[config.mk]
export PLATFORM = sky130hd
export DESIGN_NAME = booth_mac_seq_flat
export DESIGN_NICKNAME = d
export VERILOG_FILES = /design/src/rtl/booth_mac_seq_pkg.sv /design/src/rtl/booth_mac_seq_if.sv /design/src/rtl/booth_mac_seq_mul.sv /design/src/rtl/booth_mac_seq.sv /design/src/flat_wrapper.sv
export SDC_FILE = /design/constraint.sdc
export NUM_CORES = 1
export LEC_CHECK = 0
export CAP_MARGIN = 20
export CORE_MARGIN = 3
export CORE_UTILIZATION = 53
export CTS_CLUSTER_DIAMETER = 50
export DETAILED_ROUTE_END_ITERATION = 10
export PLACE_DENSITY = 0.75
export SLEW_MARGIN = 10
export SYNTH_ARGS = -nofsm -noshare
export SYNTH_HDL_FRONTEND = slang
export SYNTH_SLANG_ARGS = --single-unit
[constraint.sdc]
create_clock -name clk -period 3.4 [get_ports clk]
set_input_delay 0.34 -clock clk [delete_from_list [all_inputs] [get_ports clk]]
set_output_delay 0.34 -clock clk [all_outputs]
set_load 0.01 [all_outputs]
[src/rtl/booth_mac_seq_pkg.sv]
// Shared types and widths for the Booth multiply-accumulate sequencer.
package booth_mac_pkg;

    localparam int MUL_W     = 16;
    localparam int PROD_W    = 32;
    localparam int ACC_W_DEF = 40;
    localparam int CNT_W_DEF = 8;

    typedef enum logic [1:0] {
        IDLE = 2'd0,
        RUN  = 2'd1,
        HOLD = 2'd2
    } state_t;

endpackage

[src/rtl/booth_mac_seq_if.sv]
// Operand input stream and accumulated-result output stream of booth_mac_seq.
interface booth_mac_seq_if
    import booth_mac_pkg::*;
#(
    parameter int ACC_W = ACC_W_DEF,
    parameter int CNT_W = CNT_W_DEF
);

    logic                    in_valid;
    logic                    in_ready;
    logic signed [MUL_W-1:0] in_a;
    logic signed [MUL_W-1:0] in_b;
    logic                    in_last;
    logic                    out_valid;
    logic                    out_ready;
    logic signed [ACC_W-1:0] out_acc;
    logic [CNT_W-1:0]        out_count;

    modport master (
        output in_valid, in_a, in_b, in_last, out_ready,
        input  in_ready, out_valid, out_acc, out_count
    );

    modport slave (
        input  in_valid, in_a, in_b, in_last, out_ready,
        output in_ready, out_valid, out_acc, out_count
    );

endinterface

[src/rtl/booth_mac_seq_mul.sv]
// Sequential radix-2 Booth multiplier: loads on the first enabled edge, then 16 steps, then done.
module Booth_mul
    import booth_mac_pkg::*;
(
    input  logic                     clk,
    input  logic                     en,
    input  logic signed [MUL_W-1:0]  A,
    input  logic signed [MUL_W-1:0]  B,
    output logic signed [PROD_W-1:0] Prod,
    output logic                     done
);

    logic [4:0]            cnt;
    logic signed [MUL_W:0] m;
    logic signed [MUL_W:0] hi;
    logic [MUL_W-1:0]      lo;
    logic                  qm1;
    logic signed [MUL_W:0] sum;

    // Partial product keeps one guard bit so the add/subtract never overflows.
    always_comb begin
        sum = hi;
        case ({lo[0], qm1})
            2'b01:   sum = hi + m;
            2'b10:   sum = hi - m;
            default: sum = hi;
        endcase
    end

    always_ff @(posedge clk) begin
        if (!en) begin
            cnt  <= '0;
            done <= 1'b0;
        end else if (cnt == 5'd0) begin
            m   <= {A[MUL_W-1], A};
            hi  <= '0;
            lo  <= B;
            qm1 <= 1'b0;
            cnt <= 5'd1;
        end else if (cnt <= 5'd16) begin
            hi  <= {sum[MUL_W], sum[MUL_W:1]};
            lo  <= {sum[0], lo[MUL_W-1:1]};
            qm1 <= lo[0];
            cnt <= cnt + 5'd1;
        end else begin
            done <= 1'b1;
        end
    end

    assign Prod = {hi[MUL_W-1:0], lo};

endmodule

[src/rtl/booth_mac_seq.sv]
// Feeds operand pairs to Booth_mul and accumulates products into a per-group dot product.
module booth_mac_seq
    import booth_mac_pkg::*;
#(
    parameter int ACC_W = ACC_W_DEF,
    parameter int CNT_W = CNT_W_DEF
)(
    input logic           clk,
    input logic           rst,
    booth_mac_seq_if.slave bus
);

    state_t                   state_q;
    state_t                   state_d;
    logic signed [MUL_W-1:0]  a_q;
    logic signed [MUL_W-1:0]  b_q;
    logic                     last_q;
    logic signed [ACC_W-1:0]  acc_q;
    logic signed [ACC_W-1:0]  acc_sum;
    logic signed [ACC_W-1:0]  prod_ext;
    logic [CNT_W-1:0]         count_q;
    logic [CNT_W-1:0]         count_inc;
    logic signed [ACC_W-1:0]  out_acc_q;
    logic [CNT_W-1:0]         out_count_q;
    logic                     mul_en;
    logic                     mul_done;
    logic signed [PROD_W-1:0] prod;

    Booth_mul u_mul (
        .clk  (clk),
        .en   (mul_en),
        .A    (a_q),
        .B    (b_q),
        .Prod (prod),
        .done (mul_done)
    );

    // Held low through reset so the multiplier is cleared before the next element.
    assign mul_en    = (state_q == RUN) && !rst;
    assign prod_ext  = ACC_W'(prod);
    assign acc_sum   = acc_q + prod_ext;
    assign count_inc = count_q + CNT_W'(1);

    assign bus.in_ready  = (state_q == IDLE) && !rst;
    assign bus.out_valid = (state_q == HOLD);
    assign bus.out_acc   = out_acc_q;
    assign bus.out_count = out_count_q;

    always_ff @(posedge clk) begin
        if (rst) begin
            state_q <= IDLE;
        end else begin
            state_q <= state_d;
        end
    end

    always_comb begin
        state_d = state_q;
        case (state_q)
            IDLE: if (bus.in_valid) state_d = RUN;
            RUN:  if (mul_done)     state_d = last_q ? HOLD : IDLE;
            HOLD: if (bus.out_ready) state_d = IDLE;
            default: state_d = IDLE;
        endcase
    end

    always_ff @(posedge clk) begin
        if (rst) begin
            a_q         <= '0;
            b_q         <= '0;
            last_q      <= 1'b0;
            acc_q       <= '0;
            count_q     <= '0;
            out_acc_q   <= '0;
            out_count_q <= '0;
        end else begin
            case (state_q)
                IDLE: begin
                    if (bus.in_valid) begin
                        a_q    <= bus.in_a;
                        b_q    <= bus.in_b;
                        last_q <= bus.in_last;
                    end
                end
                RUN: begin
                    if (mul_done) begin
                        acc_q   <= acc_sum;
                        count_q <= count_inc;
                        if (last_q) begin
                            out_acc_q   <= acc_sum;
                            out_count_q <= count_inc;
                        end
                    end
                end
                HOLD: begin
                    if (bus.out_ready) begin
                        acc_q   <= '0;
                        count_q <= '0;
                    end
                end
                default: ;
            endcase
        end
    end

endmodule

[src/flat_wrapper.sv]
// flat-port wrapper written by rule: the top's interface ports become plain ports
module booth_mac_seq_flat import booth_mac_pkg::*;
#(
    parameter int ACC_W = ACC_W_DEF,
    parameter int CNT_W = CNT_W_DEF
)
  (clk, rst, bus_in_valid, bus_in_a, bus_in_b, bus_in_last, bus_out_ready, bus_in_ready, bus_out_valid, bus_out_acc, bus_out_count);
  booth_mac_seq_if #(.ACC_W(ACC_W), .CNT_W(CNT_W)) bus_i ();
  input logic clk;
  input logic rst;
  input wire logic [$bits(bus_i.in_valid)-1:0] bus_in_valid;
  input wire logic [$bits(bus_i.in_a)-1:0] bus_in_a;
  input wire logic [$bits(bus_i.in_b)-1:0] bus_in_b;
  input wire logic [$bits(bus_i.in_last)-1:0] bus_in_last;
  input wire logic [$bits(bus_i.out_ready)-1:0] bus_out_ready;
  output wire logic [$bits(bus_i.in_ready)-1:0] bus_in_ready;
  output wire logic [$bits(bus_i.out_valid)-1:0] bus_out_valid;
  output wire logic [$bits(bus_i.out_acc)-1:0] bus_out_acc;
  output wire logic [$bits(bus_i.out_count)-1:0] bus_out_count;
  assign bus_i.in_valid = bus_in_valid;
  assign bus_i.in_a = bus_in_a;
  assign bus_i.in_b = bus_in_b;
  assign bus_i.in_last = bus_in_last;
  assign bus_i.out_ready = bus_out_ready;
  assign bus_in_ready = bus_i.in_ready;
  assign bus_out_valid = bus_i.out_valid;
  assign bus_out_acc = bus_i.out_acc;
  assign bus_out_count = bus_i.out_count;
  booth_mac_seq #(.ACC_W(ACC_W), .CNT_W(CNT_W)) u_core (.clk(clk), .rst(rst), .bus(bus_i));
endmodule
Yosys cells after proc, flatten, opt, wreduce, memory -nomap -nowiden
Index checks and enable logic that the tools add are counted.

Bits in latches: 0. Input bits: 37. Memory bits (read-only): 0. Bits in registers: 187. Memories: 0. Memory bits (writable): 0. Logic and storage cells: 64.

Eq/ne operators: 7. Order comparisons: 1. $add $sub $neg: 5. Bitwise operators: 3. Reductions and logical operators: 15. Muxes and demuxes: 18. Divide/modulo/power cells: 0. Shifts and indexed selects: 0. Multiply operators: 0.

Operators by type and width (number): $mux 40 (2); $pmux 40 s2 (1); $add 40x32->40 (1); $pmux 17 s2 (1); $mux 16 (2); $add 17x16->17 (1); $mux 17 (1); $sub 17x16->17 (1); $mux 8 (2); $pmux 8 s2 (1); $reduce_and 3->1 (3); $add 8x1->8 const B (1); $mux 2 (4); $reduce_and 2->1 (4); $ne 2x2->1 const B (3); $pmux 2 s3 (1); $add 5x1->5 const B (1); $le 5x5->1 const B (1); $logic_not 5->1 (1); $eq 2x1->1 const B (2); $eq 2x2->1 const B (2); $reduce_bool 2->1 (2); $mux 1 (3); $not 1->1 (3); 4 further kinds (5).

Logic depth before layout (Yosys ltp)
Gate-level depths: netlist of the first run.

Depth in word-level cells: 4. Mapped depth: 16. Gate-level depth less buffers: 16.

Cells and area by module
From an unflattened synthesis of the first run, not the netlist that was laid out.

Cells, all modules: 1236. Area, all modules: 10476.3 µm².

Modules (own cells, without submodules): booth_mac_seq (cells each 894, instances 1, seq. area each 2622.5 µm², area an instance 7149.4 µm²); Booth_mul (cells each 342, instances 1, seq. area each 1591.5 µm², area an instance 3326.9 µm²).

Least setup slack after synthesis of the first run
Ideal clock, no wire load.

Path kind: register to register. Start point: reg u_core.u_mul.m[3]. End point: reg u_core.u_mul.hi[13] (data pin). Slack: -0.147 ns. Library setup time: 0.266 ns. Period minus slack after synthesis: 3.547 ns. Data arrival time: 3.281 ns. Buffers on the path: 0. Stages on the path, launching flop included: 16. Path through: edfxtp_1 or3_1 or3_1 nor3_1 nor2_1 xnor2_1 ha_1 a211oi_1 inv_1 a211oi_1 o31ai_1 a21oi_1 o211ai_1 xor2_1 mux2i_1 nor2_1.

Cells in the longest elaborated chain, start to end: 3. Elaborated cells between the ends (all ways): 4. Those cells by class: add/sub: 2; mux: 2.

RTL lines: start, declared (RTL line booth_mac_seq_mul.sv:14) `logic signed [MUL_W:0] m;`; start signal, assigned (RTL line booth_mac_seq_mul.sv:35) `m <= {A[MUL_W-1], A};`; $sub 17x16->17 or $add 17x16->17 (tied branches) (RTL line booth_mac_seq_mul.sv:25, booth_mac_seq_mul.sv:24); $pmux 17 s2 * (RTL line booth_mac_seq_mul.sv:23) `case ({lo[0], qm1})`; $mux 17 * (RTL line booth_mac_seq_mul.sv:40) `end else if (cnt <= 5'd16) begin`; end signal, assigned (RTL line booth_mac_seq_mul.sv:41) `hi <= {sum[MUL_W], sum[MUL_W:1]};`; end, declared (RTL line booth_mac_seq_mul.sv:15) `logic signed [MUL_W:0] hi;`.

Every way passes the cells marked *; elsewhere a longest branch is shown, timed or not. The select of a mux whose other input is x is not followed. A chain may end at the register's enable or synchronous reset.

Final worst setup path of the first run
Start point: reg u_core.u_mul.m[2]. End point: reg u_core.u_mul.hi[15] (data pin).

The elaborated chain is that of the path after synthesis.

==> results.py, run 1 <==
metrics = {
    "run_status": {
        "status": "complete, but fails checks",
        "violations": "negative setup slack",
    },
    "worst_setup_path": {
        "max_stage_delay_ps": 400,
        "startpoint_type": "flop",
        "crit_slowest_cell": "or3_4",
        "reg2reg_slack_ps": -110,
        "cp-startpoint": "u_core.u_mul.m[2]$_DFFE_PP_",
        "cp-endpoint": "u_core.u_mul.hi[15]$_SDFFCE_PP0P_",
        "cp_num_buf_inv": 1,
        "path_common_cell": "or3_4",
        "cp.arrival_ps": 3810,
        "cp_max_fo": 3,
        "path_cells": "or3_4 -> or3_4 -> nor3_4 -> nor2_1 -> xnor2_1 -> ha_1 -> a211oi_2 -> inv_1 -> a211oi_2 -> o31ai_2 -> nand4_1 -> nand2_2 -> xnor2_2 -> or3_4 -> a21oi_2",
        "required_ps": 3690,
        "reg2reg_depth": 15,
        "crit_family": "simple AND/OR/NAND/NOR gates",
        "rr_startpoint": "u_core.u_mul.m[2]$_DFFE_PP_",
        "crit_cells": 15,
        "worstSetupPathType": "flop to flop",
        "r2r-end": "u_core.u_mul.hi[15]$_SDFFCE_PP0P_",
        "end_kind": "flop",
    },
    "timing": {
        "setup_violations": 3,
        "slew_viol_final": 0,
        "layout_setup_ws_ps": -112.6,
        "finalCritPeriodShare_pct": 103.3,
        "hold_viol_final": 0,
        "fin_skew_ps": 12.16,
        "finalHoldWorstSlack_ps": 376.6,
        "maxSlewHeadroom_pct": 38.82,
        "worstMarginPinSlew_ps": 917.2,
        "rsz0062_at_grt": "yes",
        "timing.fmax_ghz": 0.2847,
        "layout_min_cycle_time_ps": 3513,
    },
    "clocking": {
        "cts.clk_slew.worst_paths_ps": 80,
        "cts-htree-levels": 4,
        "clock_latency_ps": 440,
        "clockBufferDepth": 2,
        "cts_root_buffer": "clkbuf_16",
        "numCtsBuffers": 17,
        "cts_tree": "yes",
        "tritoncts_num_sinks": 186,
        "cts-hold-fix-buffers": 0,
    },
    "cells_and_area": {
        "antenna_cells": 0,
        "fin_nets": 1401,
        "mostFrequentLayoutCells": "nand2_1, dfxtp_1, a21oi_1",
        "stdcell_count": 1575,
        "syn_to_final_growth_pct": 19.48,
        "stdcell_area_sq_um": 12250,
        "drive_gt1_share_pct": 9.734,
        "layout_commonest_cell": "nand2_1",
    },
    "die": {
        "die_x_um": 145.1,
        "std_cell_rows": 50,
        "io_pins": 87,
        "start_util_pct": 54.43,
        "fp.dieH_um": 145.1,
        "die_area_sq_um": 21040,
        "coreArea_sq_um": 18830,
    },
    "route": {
        "route.detailed.drc": 0,
        "drt_pass1_iterations": 5,
        "ant_nets": 0,
        "drt-initial-drc-count": 578,
        "via_count": 8980,
        "viasPerCell": 5.702,
        "wl_per_cell_um": 15.87,
        "wl_mm": 25.00,
    },
    "hold_path": {
        "min_path_type": "input pin to flop",
    },
    "synth": {
        "seq_area_frac_synth_pct": 41.12,
        "synth_area_sq_um": 10250,
        "synth_fp_nets": 1319,
        "synth_cells": 1220,
        "synthArstFlopShare_pct": 0,
        "ys_seq_elements": 186,
        "avgSynthCellArea_sq_um": 8.400,
        "synth_ff_type": "dfxtp_1",
        "synth.distinct_cells": 68,
        "ys_warn_count": 0,
        "synth-edff-count": 49,
    },
    "global_routing": {
        "grt_pass1_wl_mm": 41.65,
        "grt_max_degree": 64,
        "antenna_found_initial": 0,
        "gr-total-overflow": 0,
        "grt_pass1_vias": 8457,
        "grt_usage_pct": 23.50,
    },
    "pwr": {
        "power_density_nw_per_um2": 393.4,
        "irDropWorstVdd_v": 0.0003643,
        "p_total_w": 0.004818,
        "power_leakage_nw": 4.864,
    },
    "place": {
        "port_buffers": 86,
        "gp_congestion": 0.9403,
        "dpl-instance-area_sq_um": 11490,
        "place_inst": 1536,
        "dp_hpwl_mm": 17.96,
    },
    "flow_run": {
        "drv_cap": 0,
    },
}
==> cells by family after synthesis <==
family,share of synthesized area (%)
DFF,41.12
muxes,0.9889
xor gates and xnor gates,5.982
buffers and inverters,3.748
and+or+nand+nor,19.44
adders and majority gates,7.716
AOI/OAI and AO/OA,21.01
==> worst register-to-register path, stage by stage (launching register included) <==
cell and delay (ps):
edfxtp_1 380, or3_4 400, or3_4 400, nor3_4 150, nor2_1 70, xnor2_1 120
ha_1 330, a211oi_2 240, inv_1 90, a211oi_2 240, o31ai_2 150, nand4_1 120
nand2_2 70, xnor2_2 130, or3_4 370, a21oi_2 110
==> synth_stat cells (27+ instances only) <==
master,instances,area share [%]
xnor2_1,47,4.0
nor2_1,113,4.1
o21ai_0,47,2.3
inv_1,29,1.1
nand3_1,27,1.3
a21oi_1,141,6.9
clkbuf_1,59,2.2
nand2_1,218,8.0
a21o_1,29,2.1
ha_1,60,7.3
edfxtp_1,49,14
dfxtp_1,137,27
==> worst min-delay path by stage <==
stage | startpoint | endpoint | cells past startpoint
detailed placement | u_core.a_q[0]$_SDFFE_PP0P_ | u_core.u_mul.m[0]$_DFFE_PP_ | 0
finish | rst | u_core.count_q[5]$_SDFFE_PP0P_ | 2
global route | rst | u_core.count_q[4]$_SDFFE_PP0P_ | 2
global placement | u_core.a_q[9]$_SDFFE_PP0P_ | u_core.u_mul.m[9]$_DFFE_PP_ | 0
CTS | rst | u_core.count_q[5]$_SDFFE_PP0P_ | 2
floorplan | u_core.a_q[0]$_SDFFE_PP0P_ | u_core.u_mul.m[0]$_DFFE_PP_ | 0
==> state kept, by name, indices dropped and copies added (netlist names) <==
| signal | flops |
|---|---|
| u_core.a_q | 16 |
| u_core.acc_q | 40 |
| u_core.b_q | 16 |
| u_core.bus.out_acc | 40 |
| u_core.bus.out_count | 8 |
| u_core.count_q | 8 |
| u_core.last_q | 1 |
| u_core.state_q | 2 |
| u_core.u_mul.cnt | 5 |
| u_core.u_mul.done | 1 |
| u_core.u_mul.hi | 16 |
| u_core.u_mul.lo | 16 |
| u_core.u_mul.m | 16 |
| u_core.u_mul.qm1 | 1 |
==> metal layers <==
metal | global-route usage, % | vias to the layer above | part of all wire (%)
li1 | - | 4487 | -
met5 | 0 | - | 0
met3 | 3.092 | 27 | 4.2
met2 | 39.81 | 221 | 48
met4 | 6.648 | 0 | 1.3
met1 | 31.74 | 4245 | 46
==> cell type report <==
type / instances / area, sq um
fillers: 1622 / 6585
multi-input cells: 935 / 5816
flip-flops and latches: 186 / 4214
repair buffers: 133 / 1211
clock buffers: 20 / 456.7
well taps: 260 / 325.3
clock inverters: 12 / 113.9
inverters: 29 / 108.9
==> power by group <==
| part | internal, W | switching [W] | leakage (nW) |
|---|---|---|---|
| registers | 0.00233 | 0.0000380 | 1.58 |
| clock network | 0.00106 | 0.000884 | 0.284 |
| logic | 0.000219 | 0.000290 | 3.00 |
==> repair_timing <==
item                       CTS  global route
gates cloned                 0             0
setup buffers                0             7
gates resized for setup      9            19
pin swaps                    4            18
setup endpoints to repair    3             8
==> stage by stage <==
step	utilization [%]	setup TNS, ps	worst slack, ps
floorplan	-	0	37.29
CTS	64.23	-60.98	-49.90
global placement	60.98	-27.91	-27.91
finish	65.03	-166.1	-112.6
global route	65.03	-1148	-317.6
detailed placement	61.02	-149.1	-99.39
Power figures use the tool's default switching activity.
==> run 2, diff against run 1 <==
--- a/config.mk
+++ b/config.mk
@@ -10,7 +10,9 @@
 export CORE_UTILIZATION = 53
 export CTS_CLUSTER_DIAMETER = 50
 export DETAILED_ROUTE_END_ITERATION = 10
+export HOLD_SLACK_MARGIN = 0.03
 export PLACE_DENSITY = 0.75
+export SETUP_SLACK_MARGIN = 0.15
 export SLEW_MARGIN = 10
 export SYNTH_ARGS = -nofsm -noshare
 export SYNTH_HDL_FRONTEND = slang
==> run 2 against run 1 <==
Net effect:
- the run still ends with negative setup slack left
- global-route usage shrank 0.65 points
- sequential power is essentially flat
- clock power is essentially flat
- die area is the same
- first-iteration DRC count shrank 12%
- clock-buffer cell count shrank 2
- non-clock buffer count shrank 3
- critical path depth grew 1
- sequential share of layout area grew 0.14 points
- worst setup slack gained 63 ps
- clock skew is essentially flat
- total power shrank 0.61%
- critical path type unchanged
- largest cell class unchanged
==> results.py, run 2 (synthesized netlist as in run 1, its figures left out) <==
metrics = {
    "die": {
        "die_x_um": 145.1,
        "start_util_pct": 54.43,
        "die_area_sq_um": 21040,
        "coreArea_sq_um": 18830,
        "std_cell_rows": 50,
        "io_pins": 87,
        "fp.dieH_um": 145.1,
    },
    "clocking": {
        "cts-htree-levels": 4,
        "clock_latency_ps": 440,
        "numCtsBuffers": 17,
        "cts.clk_slew.worst_paths_ps": 80,
        "tritoncts_num_sinks": 186,
        "cts_tree": "yes",
        "clockBufferDepth": 2,
        "cts_root_buffer": "clkbuf_16",
        "cts-hold-fix-buffers": 0,
    },
    "timing": {
        "maxSlewHeadroom_pct": 31.93,
        "finalCritPeriodShare_pct": 101.5,
        "worstMarginPinSlew_ps": 1020,
        "finalHoldWorstSlack_ps": 399.9,
        "setup_violations": 1,
        "fin_skew_ps": 11.72,
        "layout_setup_ws_ps": -49.41,
        "hold_viol_final": 0,
        "timing.fmax_ghz": 0.2899,
        "layout_min_cycle_time_ps": 3449,
        "rsz0062_at_grt": "yes",
        "slew_viol_final": 0,
    },
    "cells_and_area": {
        "multiInputGateArea_sq_um": 5802,
        "antenna_cells": 0,
        "drive_gt1_share_pct": 9.527,
        "stdcell_count": 1572,
        "num-fill-cells": 1623,
        "ff_latch_area_sq_um": 4214,
        "layout_commonest_cell": "nand2_1",
        "syn_to_final_growth_pct": 19.01,
        "fin_nets": 1398,
        "mostFrequentLayoutCells": "nand2_1, dfxtp_1, a21oi_1",
        "fin_util_pct": 64.77,
        "stdcell_area_sq_um": 12200,
    },
    "flow_run": {
        "drv_cap": 0,
    },
    "run_status": {
        "violations": "negative setup slack",
        "status": "complete, but fails checks",
    },
    "worst_setup_path": {
        "startpoint_type": "flop",
        "max_stage_delay_ps": 400,
        "reg2reg_slack_ps": -50,
        "path_common_cell": "a21oi_2",
        "cp.arrival_ps": 3740,
        "worstSetupPathType": "flop to flop",
        "reg2reg_depth": 16,
        "end_kind": "flop",
        "required_ps": 3690,
        "rr_startpoint": "u_core.u_mul.m[4]$_DFFE_PP_",
        "r2r-end": "u_core.u_mul.hi[15]$_SDFFCE_PP0P_",
        "cp-startpoint": "u_core.u_mul.m[4]$_DFFE_PP_",
        "crit_slowest_cell": "or3_4",
        "path_cells": "or3_4 -> or3_4 -> nor3_4 -> and2_4 -> nor2_2 -> xnor2_1 -> ha_1 -> a21o_1 -> a21oi_2 -> o21ai_1 -> a21o_1 -> a21oi_2 -> nand2_1 -> xnor2_1 -> or3_1 -> a21oi_2",
        "cp_max_fo": 3,
    },
    "place": {
        "place_inst": 1534,
        "dpl-instance-area_sq_um": 11480,
        "gp_congestion": 0.9229,
        "dp_hpwl_mm": 17.71,
        "port_buffers": 86,
    },
    "hold_path": {
        "min-delay-start": "rst",
        "hold_end": "u_core.count_q[6]$_SDFFE_PP0P_",
        "min_path_type": "input pin to flop",
        "min_path_cells": 2,
    },
    "route": {
        "drt-initial-drc-count": 506,
        "wl_per_cell_um": 15.67,
        "route.detailed.drc": 0,
        "drt_pass1_iterations": 5,
        "ant_nets": 0,
        "via_count": 8904,
        "wl_mm": 24.63,
        "viasPerCell": 5.664,
    },
    "global_routing": {
        "grt_max_degree": 59,
        "grt_pass1_wl_mm": 40.37,
        "grt_pass1_vias": 8243,
        "gr-total-overflow": 0,
        "grt_usage_pct": 22.85,
        "antenna_found_initial": 0,
    },
    "pwr": {
        "p_total_w": 0.004788,
        "irDropWorstVdd_v": 0.0003398,
        "power_leakage_nw": 4.842,
        "power_density_nw_per_um2": 392.6,
    },
}
run 2: cell count changes in the layout (fill, tap and decap cells not counted), sizes merged:
cell and change:
buf -3, bufinv -1, clkinv -1, clkinvlp -1, clkbuf -2, inv +5
run 2: per-stage QoR:
| step | TNS (ps) | setup slack (ps) |
|---|---|---|
| after floorplan | 0 | 70.14 |
| after global placement | -3.710 | -3.027 |
| after detailed placement | -114.1 | -56.45 |
| after CTS | -54.41 | -35.11 |
| after global routing | -719.6 | -229.7 |
| final | -49.41 | -49.41 |
run 2: critical path: cells and delay by family, from the launching register on:
family / cells / cell delay [ps]
flops: 1 / 390
simple gates: 7 / 1550
fa+ha+maj: 1 / 290
xor+xnor: 2 / 250
compound gates: 6 / 820
run 2: repair_timing:
| action | in CTS | in global routing |
|---|---|---|
| setup endpoints to repair | 6 | 22 |
| endpoints found under the hold margin | 0 | 0 |
| gates resized for setup | 11 | 16 |
| setup buffers | 6 | 0 |
| pin swaps | 14 | 8 |
run 2: worst max path at each step:
stage               cells past startpoint                           endpoint  slack, ps
floorplan                              16  u_core.u_mul.hi[15]$_SDFFCE_PP0P_         70
global placement                       16  u_core.u_mul.hi[15]$_SDFFCE_PP0P_         -3
detailed placement                     15  u_core.u_mul.hi[13]$_SDFFCE_PP0P_        -60
CTS                                    16  u_core.u_mul.hi[15]$_SDFFCE_PP0P_        -40
global route                           15  u_core.u_mul.hi[15]$_SDFFCE_PP0P_       -230
finish                                 16  u_core.u_mul.hi[15]$_SDFFCE_PP0P_        -50
run 2: cell type report:
type	count	area share, %
clock inverter	14	1.057
sequential	186	34.55
tap	260	2.667
multi-input combinational	935	47.57
clock buffer	18	3.519
inverter	29	0.8925
timing repair buffer	130	9.746
run 2: layer usage:
layer	part of all wire, %	GRT usage [%]	routed length, um
met5	0	0	0
met3	4.5	2.873	1104
met4	2.0	7.360	491
met2	47	38.40	11590
met1	46	30.84	11440
run 2: power breakdown:
group	total [W]	switching [W]	internal (W)	leakage (nW)
Clock	0.00193	0.000953	0.000972	0.278
Sequential	0.00236	0.0000394	0.00232	1.58
Combinational	0.000499	0.000281	0.000218	2.99
Total	0.00479	0.00127	0.00352	4.84
==> run 3, diff against run 2 <==
--- a/config.mk
+++ b/config.mk
@@ -10,6 +10,7 @@
 export CORE_UTILIZATION = 53
 export CTS_CLUSTER_DIAMETER = 50
 export DETAILED_ROUTE_END_ITERATION = 10
+export GPL_TIMING_DRIVEN = 0
 export HOLD_SLACK_MARGIN = 0.03
 export PLACE_DENSITY = 0.75
 export SETUP_SLACK_MARGIN = 0.15
==> run 3 against run 2 <==
Net effect:
- design area rose by 3.2%
- highest routed layer unchanged
- sequential cell count unchanged
- sequential share of layout area is 1.1 points lower
- critical path type unchanged
- largest power group unchanged
- die area unchanged
- global-route usage rose by 2.3 points
- non-clock buffer count grew 59
- total power increased by 2.1%
- the flow still finishes with violations (negative setup slack)
- cell count rose by 3.8%
- critical endpoint unchanged
==> results.py, run 3 (synthesized netlist as in run 1, its figures left out) <==
metrics = {
    "route": {
        "wl_mm": 27.66,
        "ant_nets": 0,
        "via_count": 9358,
        "route.detailed.drc": 0,
        "drt_pass1_iterations": 5,
        "wl_per_cell_um": 16.96,
        "drt-initial-drc-count": 703,
        "viasPerCell": 5.738,
    },
    "timing": {
        "worstMarginPinSlew_ps": 907.1,
        "timing.fmax_ghz": 0.2774,
        "finalCritPeriodShare_pct": 106.0,
        "setup_violations": 6,
        "finalHoldWorstSlack_ps": 432.1,
        "tns_ps": -930.5,
        "layout_setup_ws_ps": -205.1,
        "rsz0062_at_grt": "yes",
        "layout_min_cycle_time_ps": 3605,
        "hold_viol_final": 0,
        "fin_skew_ps": 11.57,
        "maxSlewHeadroom_pct": 39.06,
        "slew_viol_final": 0,
    },
    "worst_setup_path": {
        "reg2reg_depth": 15,
        "end_kind": "flop",
        "path_common_cell": "or3_4",
        "worstSetupPathType": "flop to flop",
        "crit_slowest_cell": "or3_4",
        "reg2reg_slack_ps": -210,
        "max_stage_delay_ps": 400,
        "rr_startpoint": "u_core.u_mul.m[4]$_DFFE_PP_",
        "r2r-end": "u_core.u_mul.hi[15]$_SDFFCE_PP0P_",
        "path_cells": "or3_4 -> or3_4 -> nor3_4 -> nor2_1 -> xnor2_1 -> ha_1 -> a211oi_2 -> inv_1 -> a211oi_4 -> o31ai_4 -> nand4_1 -> nand2_2 -> xnor2_2 -> or3_1 -> a21oi_2",
        "cp.arrival_ps": 3900,
        "startpoint_type": "flop",
        "required_ps": 3690,
        "cp_max_fo": 3,
    },
    "place": {
        "dpl-instance-area_sq_um": 11460,
        "port_buffers": 86,
        "gp_congestion": 0.9139,
        "dp_hpwl_mm": 20.21,
    },
    "run_status": {
        "status": "complete, but fails checks",
        "violations": "negative setup slack",
    },
    "flow_run": {
        "drv_cap": 0,
    },
    "cells_and_area": {
        "mostFrequentLayoutCells": "nand2_1, dfxtp_1, a21oi_1",
        "stdcell_area_sq_um": 12580,
        "fin_nets": 1457,
        "drive_gt1_share_pct": 9.555,
        "syn_to_final_growth_pct": 22.78,
        "ff_latch_area_sq_um": 4214,
        "num-fill-cells": 1571,
        "multiInputGateArea_sq_um": 5932,
        "fin_util_pct": 66.82,
        "antenna_cells": 0,
        "layout_commonest_cell": "nand2_1",
    },
    "clocking": {
        "cts.clk_slew.worst_paths_ps": 80,
        "numCtsBuffers": 17,
        "cts_root_buffer": "clkbuf_16",
        "clockBufferDepth": 2,
        "tritoncts_num_sinks": 186,
        "cts_tree": "yes",
        "cts-htree-levels": 4,
        "clock_latency_ps": 440,
        "cts-hold-fix-buffers": 0,
    },
    "die": {
        "std_cell_rows": 50,
        "fp.dieH_um": 145.1,
        "die_x_um": 145.1,
        "die_area_sq_um": 21040,
        "coreArea_sq_um": 18830,
        "io_pins": 87,
        "start_util_pct": 54.43,
    },
    "hold_path": {
        "min_path_type": "flop to flop",
        "min-delay-start": "u_core.a_q[14]$_SDFFE_PP0P_",
        "hold_end": "u_core.u_mul.m[14]$_DFFE_PP_",
        "min_path_cells": 0,
    },
    "pwr": {
        "power_leakage_nw": 4.936,
        "irDropWorstVdd_v": 0.0003882,
        "power_density_nw_per_um2": 388.7,
        "p_total_w": 0.004891,
    },
    "global_routing": {
        "antenna_found_initial": 0,
        "grt_usage_pct": 25.20,
        "grt_max_degree": 34,
        "grt_pass1_wl_mm": 43.98,
        "grt_pass1_vias": 8769,
        "gr-total-overflow": 0,
    },
}
run 3: timing repair:
action | in CTS | in global routing
hold endpoints to repair | 0 | 0
pin swaps | 15 | 32
gates resized for setup | 30 | 40
buffers inserted | 15 | 17
endpoints found under the setup margin | 14 | 28
run 3: worst max-delay path, delay by kind of cell (launching register included):
kind	cells	cell delay, ps
simple gates	7	1550
buf+inv	1	110
flops	1	390
fa+ha+maj	1	330
compound gates	4	780
xor+xnor	2	290
run 3: stage by stage:
stage | setup slack [ps] | std cells
finish | -205.1 | 1631
detailed placement | -485.2 | 1566
floorplan | 70.14 | 1220
global route | -357.6 | 1631
CTS | -162.7 | 1613
global placement | -470.5 | 1566
run 3: routing by layer:
layer,vias to the layer above,GRT usage [%],share of wire [%]
met5,-,0,0
met4,0,7.645,2.8
met3,58,3.748,6.2
met2,322,42.23,47
met1,4371,33.95,44
li1,4607,-,-
run 3: layout make-up:
class,count,area share (%)
multi-input cells,935,47.14
flip-flops and latches,186,33.49
repair buffers,119,8.929
clock buffers,18,3.411
well taps,260,2.585
plain buffers,70,2.347
clock inverters,14,1.233
inverters,29,0.8651
run 3: how the worst max path moves through the flow:
stage,from,to,depth (start not counted)
after detailed placement,u_core.u_mul.lo[0]$_DFFE_PP_,u_core.u_mul.hi[14]$_SDFFCE_PP0P_,14
after floorplan,u_core.u_mul.m[3]$_DFFE_PP_,u_core.u_mul.hi[15]$_SDFFCE_PP0P_,16
after global placement,rst,u_core.u_mul.hi[11]$_SDFFCE_PP0P_,5
after CTS,u_core.u_mul.m[4]$_DFFE_PP_,u_core.u_mul.hi[15]$_SDFFCE_PP0P_,15
after global routing,u_core.u_mul.m[4]$_DFFE_PP_,u_core.u_mul.hi[13]$_SDFFCE_PP0P_,15
final,u_core.u_mul.m[4]$_DFFE_PP_,u_core.u_mul.hi[15]$_SDFFCE_PP0P_,15
run 3: power breakdown:
group / internal, W / total, W / switching (W)
sequential: 0.00232 / 0.00236 / 0.0000393
combinational: 0.000237 / 0.000562 / 0.000325
clock: 0.000986 / 0.00196 / 0.000978
